==> src/rtl/vga_capture_monitor.sv <==
// Receive-side VGA timing monitor: rebuilds pixel coordinates from hsync/vsync,
// checks sync timing, captures a probe pixel and counts lit pixels per frame.
module vga_capture_monitor #(
    parameter int unsigned HPIXELS = 800,
    parameter int unsigned VLINES  = 521,
    parameter int unsigned HPULSE  = 96,
    parameter int unsigned VPULSE  = 2,
    parameter int unsigned HBP     = 144,
    parameter int unsigned HFP     = 784,
    parameter int unsigned VBP     = 31,
    parameter int unsigned VFP     = 511
) (
    input  logic        clk_pixel,
    input  logic        rst,
    input  logic        hsync,
    input  logic        vsync,
    input  logic [2:0]  red,
    input  logic [2:0]  green,
    input  logic [1:0]  blue,
    input  logic [9:0]  probe_x,
    input  logic [9:0]  probe_y,
    input  logic        clear_errors,
    output logic        locked,
    output logic        pixel_valid,
    output logic [9:0]  pix_x,
    output logic [9:0]  pix_y,
    output logic [7:0]  probe_color,
    output logic        probe_valid,
    output logic        frame_done,
    output logic [18:0] lit_count,
    output logic        hsync_err,
    output logic        vsync_err,
    output logic        line_len_err,
    output logic        frame_len_err
);

    localparam logic [9:0] COL_LAST = 10'(HPIXELS - 1);
    localparam logic [9:0] ROW_LAST = 10'(VLINES - 1);
    localparam logic [9:0] HP       = 10'(HPULSE);
    localparam logic [9:0] VP       = 10'(VPULSE);
    localparam logic [9:0] H0       = 10'(HBP);
    localparam logic [9:0] H1       = 10'(HFP);
    localparam logic [9:0] V0       = 10'(VBP);
    localparam logic [9:0] V1       = 10'(VFP);
    localparam logic [9:0] CNT_MAX  = 10'd1023;

    typedef enum logic [1:0] {SEARCH = 2'd0, ALIGN = 2'd1, LOCKED = 2'd2} state_t;

    state_t      state_q, state_d;
    logic        hs_p1_q, vs_p1_q, hs_p2_q, vs_p2_q;
    logic [7:0]  rgb_p1_q;
    logic [9:0]  px_p1_q, py_p1_q;
    logic [9:0]  col_q, col_d, row_q, row_d;
    logic        align_err_q, align_err_d;
    logic        hs_err_q, hs_err_d, vs_err_q, vs_err_d;
    logic        line_err_q, line_err_d, frame_err_q, frame_err_d;
    logic        valid_q, valid_d;
    logic [9:0]  x_q, x_d, y_q, y_d;
    logic [7:0]  shadow_col_q, shadow_col_d;
    logic        shadow_vld_q, shadow_vld_d;
    logic [18:0] lit_run_q, lit_run_d;
    logic [7:0]  probe_col_q, probe_col_d;
    logic        probe_vld_q, probe_vld_d;
    logic [18:0] lit_cnt_q, lit_cnt_d;
    logic        done_q, done_d;

    logic hfall, hrise, vfall, vrise, checking, active, hit, frame_end;
    logic line_new, hs_new, vs_new, frame_new, err_new;

    // Stage 1: sample the pins; idle sync levels on reset avoid a false edge at release
    always_ff @(posedge clk_pixel or posedge rst) begin
        if (rst) begin
            hs_p1_q <= 1'b1;
            vs_p1_q <= 1'b1;
            hs_p2_q <= 1'b1;
            vs_p2_q <= 1'b1;
        end else begin
            hs_p1_q <= hsync;
            vs_p1_q <= vsync;
            hs_p2_q <= hs_p1_q;
            vs_p2_q <= vs_p1_q;
        end
    end

    always_ff @(posedge clk_pixel) begin
        rgb_p1_q     <= {red, green, blue};
        px_p1_q      <= probe_x;
        py_p1_q      <= probe_y;
        shadow_col_q <= shadow_col_d;
    end

    assign hfall    = hs_p2_q & ~hs_p1_q;
    assign hrise    = ~hs_p2_q & hs_p1_q;
    assign vfall    = vs_p2_q & ~vs_p1_q;
    assign vrise    = ~vs_p2_q & vs_p1_q;
    assign checking = (state_q != SEARCH);

    always_comb begin
        col_d = hfall ? 10'd0 : ((col_q == CNT_MAX) ? CNT_MAX : col_q + 10'd1);
        row_d = row_q;
        if (hfall)
            row_d = vfall ? 10'd0 : ((row_q == CNT_MAX) ? CNT_MAX : row_q + 10'd1);
        if (state_q == SEARCH && vfall)
            row_d = 10'd0;

        line_new  = checking && ((hfall && col_q != COL_LAST) ||
                                 (!hfall && col_q == CNT_MAX - 10'd1));
        hs_new    = checking && hrise && (col_d != HP);
        vs_new    = checking && ((vfall && !hfall) ||
                                 (vrise && !(hfall && row_d == VP)));
        frame_new = checking && vfall && (row_q != ROW_LAST);
        err_new   = line_new | hs_new | vs_new | frame_new;

        line_err_d  = (line_err_q  & ~clear_errors) | line_new;
        hs_err_d    = (hs_err_q    & ~clear_errors) | hs_new;
        vs_err_d    = (vs_err_q    & ~clear_errors) | vs_new;
        frame_err_d = (frame_err_q & ~clear_errors) | frame_new;

        state_d     = state_q;
        align_err_d = align_err_q;
        case (state_q)
            SEARCH: begin
                if (vfall) begin
                    state_d     = ALIGN;
                    align_err_d = 1'b0;
                end
            end
            ALIGN: begin
                if (vfall) begin
                    align_err_d = 1'b0;
                    if (!(align_err_q || err_new))
                        state_d = LOCKED;
                end else begin
                    align_err_d = align_err_q | err_new;
                end
            end
            LOCKED: begin
                if (err_new)
                    state_d = SEARCH;
            end
            default: state_d = SEARCH;
        endcase
    end

    always_comb begin
        active    = (col_d >= H0) && (col_d < H1) && (row_d >= V0) && (row_d < V1);
        valid_d   = active && (state_d == LOCKED);
        x_d       = active ? col_d - H0 : 10'd0;
        y_d       = active ? row_d - V0 : 10'd0;
        hit       = valid_d && (x_d == px_p1_q) && (y_d == py_p1_q);
        frame_end = vfall && (state_q == LOCKED) && (state_d == LOCKED);

        shadow_col_d = shadow_col_q;
        shadow_vld_d = shadow_vld_q;
        lit_run_d    = lit_run_q;
        probe_col_d  = probe_col_q;
        probe_vld_d  = probe_vld_q;
        lit_cnt_d    = lit_cnt_q;
        done_d       = 1'b0;

        // Partial frames (no lock, or lock just lost) are discarded; published values hold
        if (state_d != LOCKED) begin
            shadow_vld_d = 1'b0;
            lit_run_d    = 19'd0;
        end else if (frame_end) begin
            probe_col_d  = shadow_col_q;
            probe_vld_d  = shadow_vld_q;
            lit_cnt_d    = lit_run_q;
            done_d       = 1'b1;
            shadow_vld_d = 1'b0;
            lit_run_d    = 19'd0;
        end else begin
            if (hit) begin
                shadow_col_d = rgb_p1_q;
                shadow_vld_d = 1'b1;
            end
            if (valid_d && (rgb_p1_q != 8'd0))
                lit_run_d = lit_run_q + 19'd1;
        end
    end

    // Stage 2: counters, FSM, flags and published outputs
    always_ff @(posedge clk_pixel or posedge rst) begin
        if (rst) begin
            state_q      <= SEARCH;
            col_q        <= 10'd0;
            row_q        <= 10'd0;
            align_err_q  <= 1'b0;
            hs_err_q     <= 1'b0;
            vs_err_q     <= 1'b0;
            line_err_q   <= 1'b0;
            frame_err_q  <= 1'b0;
            valid_q      <= 1'b0;
            x_q          <= 10'd0;
            y_q          <= 10'd0;
            shadow_vld_q <= 1'b0;
            lit_run_q    <= 19'd0;
            probe_col_q  <= 8'd0;
            probe_vld_q  <= 1'b0;
            lit_cnt_q    <= 19'd0;
            done_q       <= 1'b0;
        end else begin
            state_q      <= state_d;
            col_q        <= col_d;
            row_q        <= row_d;
            align_err_q  <= align_err_d;
            hs_err_q     <= hs_err_d;
            vs_err_q     <= vs_err_d;
            line_err_q   <= line_err_d;
            frame_err_q  <= frame_err_d;
            valid_q      <= valid_d;
            x_q          <= x_d;
            y_q          <= y_d;
            shadow_vld_q <= shadow_vld_d;
            lit_run_q    <= lit_run_d;
            probe_col_q  <= probe_col_d;
            probe_vld_q  <= probe_vld_d;
            lit_cnt_q    <= lit_cnt_d;
            done_q       <= done_d;
        end
    end

    assign locked        = (state_q == LOCKED);
    assign pixel_valid   = valid_q;
    assign pix_x         = x_q;
    assign pix_y         = y_q;
    assign probe_color   = probe_col_q;
    assign probe_valid   = probe_vld_q;
    assign frame_done    = done_q;
    assign lit_count     = lit_cnt_q;
    assign hsync_err     = hs_err_q;
    assign vsync_err     = vs_err_q;
    assign line_len_err  = line_err_q;
    assign frame_len_err = frame_err_q;

endmodule

==> config.mk <==
export PLATFORM = sky130hd
export DESIGN_NAME = vga_capture_monitor
export DESIGN_NICKNAME = d
export VERILOG_FILES = /design/src/rtl/vga_capture_monitor.sv
export SDC_FILE = /design/constraint.sdc
export NUM_CORES = 1
export LEC_CHECK = 0
export CAP_MARGIN = 30
export CORE_MARGIN = 8
export CORE_UTILIZATION = 55
export DETAILED_ROUTE_END_ITERATION = 8
export PLACE_DENSITY_LB_ADDON = 0.05
export SLEW_MARGIN = 10
export SYNTH_ARGS = -nofsm -noshare
export SYNTH_HDL_FRONTEND = slang
export SYNTH_SLANG_ARGS = --single-unit
export TNS_END_PERCENT = 1
==> constraint.sdc <==
create_clock -name clk_pixel -period 5.7 [get_ports clk_pixel]
set_input_delay 0.57 -clock clk_pixel [delete_from_list [all_inputs] [get_ports clk_pixel]]
set_output_delay 0.57 -clock clk_pixel [all_outputs]
set_load 0.01 [all_outputs]
==> metrics.md, run 1 <==
| Metric | Value |
|---|---|
| Status | finished clean |
| Clk pin slew, worst setup/hold paths | 0.06 ns |
| Syn nets | 658 |
| # Post-CTS Setup Buffers | 0 |
| Critical path cell sequence | ha_1 -> and3_1 -> nor2_1 -> a21oi_1 -> nand2_1 -> inv_1 -> ha_1 -> nand3_1 -> o221ai_1 -> o21ai_2 -> a211oi_4 -> nand3_4 -> or4_1 -> nor4_1 -> and2_1 |
| Global-route wire length before repair | 26300 um |
| Syn Std Cell Area | 0.00647 mm2 |
| Final Cell Area | 0.00804 mm2 |
| Register area share after synthesis | 0.515 |
| Setup WS pre-CTS | 1.04 ns |
| Synth cell types | 84 |
| Fmax | 0.212 GHz |
| Inserted Clock Buffers | 17 |
| DR WL/cell | 18.5 um |
| CP Launch Point | col_q[0] |
| Ports | 88 |
| Final wirelength | 15800 um |
| Ranking of synthesized cells by area | dfrtp_1, dfxtp_1, nand2_1 |
| H-tree Lvls | 4 |
| Register share of total power | 0.422 |
| Number of enable flip-flop cells after synthesis | 8 |
| Iteration-0 DRC Markers | 353 |
| Period Utilization, post-route | 0.827 |
| Initial antenna violation count | 0 |
| Peak supply drop | 0.000315 V |
| Worst path required time | 5.79 ns |
| Pleak | 3.49 nW |
| Commonest non-fill, non-tap cell in the layout | dfrtp_1 |
| Crit Path Class | reg2reg |
| Fin util | 0.701 |
| Slew @ Worst Pin | 0.834 ns |
| Die X | 124 um |
| Die ar. | 0.0155 mm2 |
| Die H | 124 um |
| Minimum hold slack | 0.392 ns |
| Net Sw Power | 0.759 mW |
| Post-synthesis cell count | 615 |
| Min-Delay Path Class | reg2reg |
| Drt drc | 0 |
| Sink Count | 137 |
| Worst skew pair latency | 0.42 ns |
| Worst Setup EP | shadow_col_q[3] |
| Pin count of the biggest net entering global routing | 55 |
| Arrival time at the worst endpoint | 4.80 ns |
| Post-DP Area | 0.00744 mm2 |
| Clock skew | 0.0101 ns |
| Setup violators final | 0 |
| Worst-path fanout max | 25 |
| Prevailing post-synth register cell | dfrtp_1 |
| Final hold vios | 0 |
| Core area | 0.0115 mm2 |
| Internal power | 1.87 mW |
| Clock Tree Buf Depth | 2 |
| Min Tclk post-route | 4.71 ns |
| FF-to-FF End | shadow_col_q[3] |
| Gp weighted congestion | 0.893 |
| CP most frequent cell | ha_1 |
| Hold_buf cts | 0 |
| Power share of the combinational group | 0.156 |
| Placed Instances | 824 |
| Buffers on Ports | 87 |
| TritonRoute pass-1 iters | 5 |
| DP HPWL | 11600 um |
| Routed via count | 4988 |
| Reg2reg start | col_q[0] |
| RSZ-0062 raised after global routing | no |
| Max_cap viols | 0 |
| Commonest non-fill, non-tap cells in the layout | dfrtp_1, clkdlybuf4s50_1, nand2_1, nor2_1, dfxtp_1 |
| Clock share of power | 0.422 |
| Largest stage delay, worst path | 0.61 ns |
| Cts repair resizes | 0 |
| Area Overhead vs Synth | 24.2% |
| Grt ovf | 0 |
| Starting density of the core | 0.564 |
| Yosys top cell area share | 0.375 |
| Setup WS post-layout | 0.985 ns |
| Post-synth ARST share | 0.737 |
| YS warnings | 0 |
| Slew HR | 0.440 |
| CTS tree | done |
| FF+latch count, synth | 137 |
| Post-synthesis area per instance | 10.5 um2 |
| Crit. End Element | flop |
| Vias per inst | 5.83 |
| Non-filler cells, final | 856 |
| CP Launch Type | flop |
| Total Power | 2.63 mW |
| Slowest-stage cell, CP | or4_1 |
| Share of cells above drive strength 1 | 0.125 |
| Net Sw Frac | 0.288 |
| Net count, final | 743 |
| FF-to-FF setup slack | 0.99 ns |
| N_diodes | 0 |
| CTS root buf | clkbuf_16 |
| GRT Overall Usage | 0.209 |
| Vias in the first global route | 5059 |
| Pwr dens | 328 mW/mm2 |
| Post-route ant nets | 0 |
| R2R cell count | 15 |
| Yosys top cell by area | dfrtp_1 |
| Max Transition Viols Final | 0 |
| Row count | 39 |
| Post-Route Setup TNS | 0 ns |
==> synth_stat cells, types with 8 or more instances <==
master,number
dfrtp_1,97
nand2_1,66
nor2_1,31
dfxtp_1,28
and2_1,26
xnor2_1,24
inv_1,23
a21oi_1,18
nand3_1,18
nand4_1,17
buf_2,16
o21ai_0,16
a31oi_1,15
mux2_2,15
nor3_1,14
and3_1,13
xor2_1,12
ha_1,10
edfxtp_1,8
nor2b_1,8
==> kinds of logic (layout without fill, tap and decap cells) <==
| family | Yosys count | after routing | synth area share |
|---|---|---|---|
| AND/OR/NAND/NOR | 249 | 249 | 0.214 |
| flip-flops | 137 | 137 | 0.515 |
| multiplexers | 19 | 19 | 0.0323 |
| adder cells (fa/ha/maj) | 10 | 10 | 0.0193 |
| AO/OA/AOI/OAI | 107 | 107 | 0.125 |
| buffers and inverters | 55 | 153 | 0.0389 |
| XOR/XNOR | 38 | 38 | 0.0557 |
==> sequential cells by signal (all words and copies together) (netlist names), 2 cells and up <==
register / flops
pix_x: 10
pix_y: 10
lit_run_q: 19
rgb_p1_q: 8
row_q: 10
py_p1_q: 10
state_q: 2
probe_color: 8
col_q: 10
px_p1_q: 10
lit_count: 19
shadow_col_q: 8
==> power groups by stage <==
stage	clock (mW)	combinational [mW]	sequential [mW]
after floorplan	0	0.295	1.10
after global placement	0	0.403	1.13
after detailed placement	0	0.409	1.13
after CTS	1.12	0.413	1.11
after global routing	1.17	0.463	1.12
final	1.11	0.410	1.11
==> critical path: cells and delay by family (launching register included) <==
family	cells	cell delay [ns]
AND/OR/NAND/NOR	8	2.32
AO/OA/AOI/OAI	4	0.88
buffers and inverters	1	0.15
flip-flops	1	0.50
adder cells (fa/ha/maj)	2	0.51
==> per-layer routing <==
metal / vias to the layer above / global-route usage / wire [um] / part of all wire
met1: 2422 / 0.267 / 6920 / 0.44
met4: 0 / 0.0928 / 465 / 0.029
li1: 2365 / - / - / -
met3: 36 / 0.0711 / 1060 / 0.067
met2: 165 / 0.316 / 7360 / 0.47
met5: - / 0 / 0 / 0
==> worst min-delay path by stage <==
| stage | slack [ns] | startpoint | cells after the start | endpoint |
|---|---|---|---|---|
| global placement | 0.38 | vs_p1_q | 0 | vs_p2_q |
| global route | 0.40 | vs_p1_q | 0 | vs_p2_q |
| floorplan | 0.37 | vs_p1_q | 0 | vs_p2_q |
| finish | 0.39 | vs_p1_q | 0 | vs_p2_q |
| detailed placement | 0.38 | vs_p1_q | 0 | vs_p2_q |
| CTS | 0.39 | vs_p1_q | 0 | vs_p2_q |
==> area by class of cell <==
type | count | area (um2)
fill | 864 | 3430
sequential | 137 | 3330
multi-input combinational | 423 | 2890
timing repair buffer | 97 | 946
clock buffer | 17 | 425
tap | 143 | 179
clock inverter | 15 | 173
inverter | 24 | 92.6
No activity file was read; power rests on OpenSTA's default activity.
==> run 2: changes to the inputs <==
clock period = 4.7 ns   (was 5.7 ns; I/O delays follow)
==> metrics.md, run 2 (synthesis gave the netlist of run 1 again) <==
| Metric | Value |
|---|---|
| Status | finished clean (unchanged) |
| Vias per inst | 5.93 (was 5.83) |
| Worst skew pair latency | 0.43 ns (was 0.42 ns) |
| Min-Delay Path Class | reg2reg (unchanged) |
| Commonest non-fill, non-tap cells in the layout | dfrtp_1, clkdlybuf4s50_1, nand2_1, nor2_1, dfxtp_1 (unchanged) |
| Vias in the first global route | 5056 (was 5059) |
| GRT Overall Usage | 0.215 (was 0.209) |
| Buffers on Ports | 87 (unchanged) |
| R2R cell count | 13 (was 15) |
| Final wirelength | 16600 um (was 15800 um) |
| Share of cells above drive strength 1 | 0.139 (was 0.125) |
| Initial antenna violation count | 0 (unchanged) |
| Post-Route Setup TNS | 0 ns (unchanged) |
| Slew HR | 0.440 (about the same) |
| Worst path required time | 4.81 ns (was 5.79 ns) |
| Largest stage delay, worst path | 0.46 ns (was 0.61 ns) |
| Setup violators final | 0 (unchanged) |
| Crit. End Element | flop (unchanged) |
| CTS root buf | clkbuf_16 (unchanged) |
| N_diodes | 0 (unchanged) |
| Met1 WL | 7210 um (was 6920 um) |
| Hold_buf cts | 0 (unchanged) |
| Critical path cell sequence | ha_1 -> and3_1 -> a31oi_1 -> a211oi_1 -> ha_1 -> nand4_1 -> or2_1 -> nand3_4 -> buf_4 -> a21oi_1 -> nand2b_1 -> nor4_1 -> and2_2 (was ha_1 -> and3_1 -> nor2_1 -> a21oi_1 -> nand2_1 -> inv_1 -> ha_1 -> nand3_1 -> o221ai_1 -> o21ai_2 -> a211oi_4 -> nand3_4 -> or4_1 -> nor4_1 -> and2_1) |
| Clock skew | 0.00923 ns (was 0.0101 ns) |
| Net count, final | 752 (was 743) |
| DP HPWL | 12000 um (was 11600 um) |
| Ports | 88 (unchanged) |
| Sink Count | 137 (unchanged) |
| Routed via count | 5128 (was 4988) |
| Worst hold path cell count | 0 (unchanged) |
| Period Utilization, post-route | 0.925 (was 0.827) |
| Core area | 0.0115 mm2 (unchanged) |
| Min Tclk post-route | 4.35 ns (was 4.71 ns) |
| Row count | 39 (unchanged) |
| Pwr dens | 403 mW/mm2 (was 328 mW/mm2) |
| Max Transition Viols Final | 0 (unchanged) |
| Pin count of the biggest net entering global routing | 37 (was 55) |
| Arrival time at the worst endpoint | 4.46 ns (was 4.80 ns) |
| Grt ovf | 0 (unchanged) |
| Gp weighted congestion | 0.901 (was 0.893) |
| Final Cell Area | 0.00814 mm2 (was 0.00804 mm2) |
| Worst-path fanout max | 13 (was 25) |
| Register share of total power | 0.412 (was 0.422) |
| Area Overhead vs Synth | 25.8% (was 24.2%) |
| Net Sw Frac | 0.277 (was 0.288) |
| Clk pin slew, worst setup/hold paths | 0.06 ns (about the same) |
| Internal power | 2.37 mW (was 1.87 mW) |
| CP Launch Type | flop (unchanged) |
| Power share of the combinational group | 0.160 (was 0.156) |
| Commonest non-fill, non-tap cell in the layout | dfrtp_1 (unchanged) |
| Max_cap viols | 0 (unchanged) |
| Routed wl met2 | 7820 um (was 7360 um) |
| Fmax | 0.230 GHz (was 0.212 GHz) |
| Post-route ant nets | 0 (unchanged) |
| Die H | 124 um (unchanged) |
| Net Sw Power | 0.907 mW (was 0.759 mW) |
| Met3 wire length | 1070 um (was 1060 um) |
| Die ar. | 0.0155 mm2 (unchanged) |
| Cts repair resizes | 0 (unchanged) |
| Die X | 124 um (unchanged) |
| Post-DP Area | 0.00750 mm2 (was 0.00744 mm2) |
| Global-route wire length before repair | 26900 um (was 26300 um) |
| Drt drc | 0 (unchanged) |
| RSZ-0062 raised after global routing | no (unchanged) |
| Slowest-stage cell, CP | dfrtp_1 (was or4_1) |
| Uppermost layer routed | met4 (unchanged) |
| TritonRoute pass-1 iters | 5 (unchanged) |
| Peak supply drop | 0.000362 V (was 0.000315 V) |
| # Post-CTS Setup Buffers | 0 (unchanged) |
| DR WL/cell | 19.2 um (was 18.5 um) |
| Inserted Clock Buffers | 17 (unchanged) |
| Final hold vios | 0 (unchanged) |
| Slew @ Worst Pin | 0.834 ns (about the same) |
| CP most frequent cell | ha_1 (unchanged) |
| H-tree Lvls | 4 (unchanged) |
| Clock share of power | 0.428 (was 0.422) |
| Pleak | 3.54 nW (was 3.49 nW) |
| Starting density of the core | 0.564 (unchanged) |
| CTS tree | done (unchanged) |
| Clock Tree Buf Depth | 2 (unchanged) |
| Iteration-0 DRC Markers | 474 (was 353) |
| Crit Path Class | reg2reg (unchanged) |
| Total Power | 3.28 mW (was 2.63 mW) |
[run 2: worst paths after layout]
path / start / to / slack (ns)
worst min register to register: vs_p1_q / vs_p2_q / 0.39
min in group asynchronous: rst / lit_count[11] / 0.42
max in group asynchronous: rst / pix_y[5] / 3.46
worst max-delay path: row_q[0] / shadow_col_q[2] / 0.35
worst max register to register: row_q[0] / shadow_col_q[2] / 0.35
worst min-delay path: vs_p1_q / vs_p2_q / 0.39
[run 2: power groups by stage]
stage / combinational, mW / clock [mW] / sequential [mW]
2_1_floorplan: 0.358 / 0 / 1.33
3_3_place_gp: 0.518 / 0 / 1.37
3_5_place_dp: 0.518 / 0 / 1.37
4_1_cts: 0.522 / 1.42 / 1.35
5_1_grt: 0.578 / 1.47 / 1.36
6_report: 0.524 / 1.40 / 1.35
[run 2: area by class of cell]
type,count,area (um2)
clock buffers,20,468
clock inverters,12,160
fillers,810,3330
inverters,24,92.6
multi-input cells,423,2890
flip-flops and latches,137,3330
well taps,143,179
repair buffers,106,1010
[run 2: per-stage QoR]
stage	setup slack, ns	instances	hold WS [ns]	utilization
floorplan	0.587	615	0.369	-
global placement	0.439	833	0.377	0.654
CTS	0.197	865	0.391	0.709
finish	0.354	865	0.391	0.710
detailed placement	0.264	833	0.381	0.654
global route	0.0323	865	0.395	0.710
[run 2: metal layers]
layer,track usage,vias to the layer above
li1,-,2388
met1,0.277,2507
met2,0.334,190
met3,0.0638,43
met4,0.0850,0
met5,0,-
[run 2: critical path: cells and delay by family, from the launching register on]
kind | cells | cell delay [ns]
simple gates | 7 | 2.06
flops | 1 | 0.46
fa+ha+maj | 2 | 0.62
buf+inv | 1 | 0.20
compound gates | 3 | 0.69
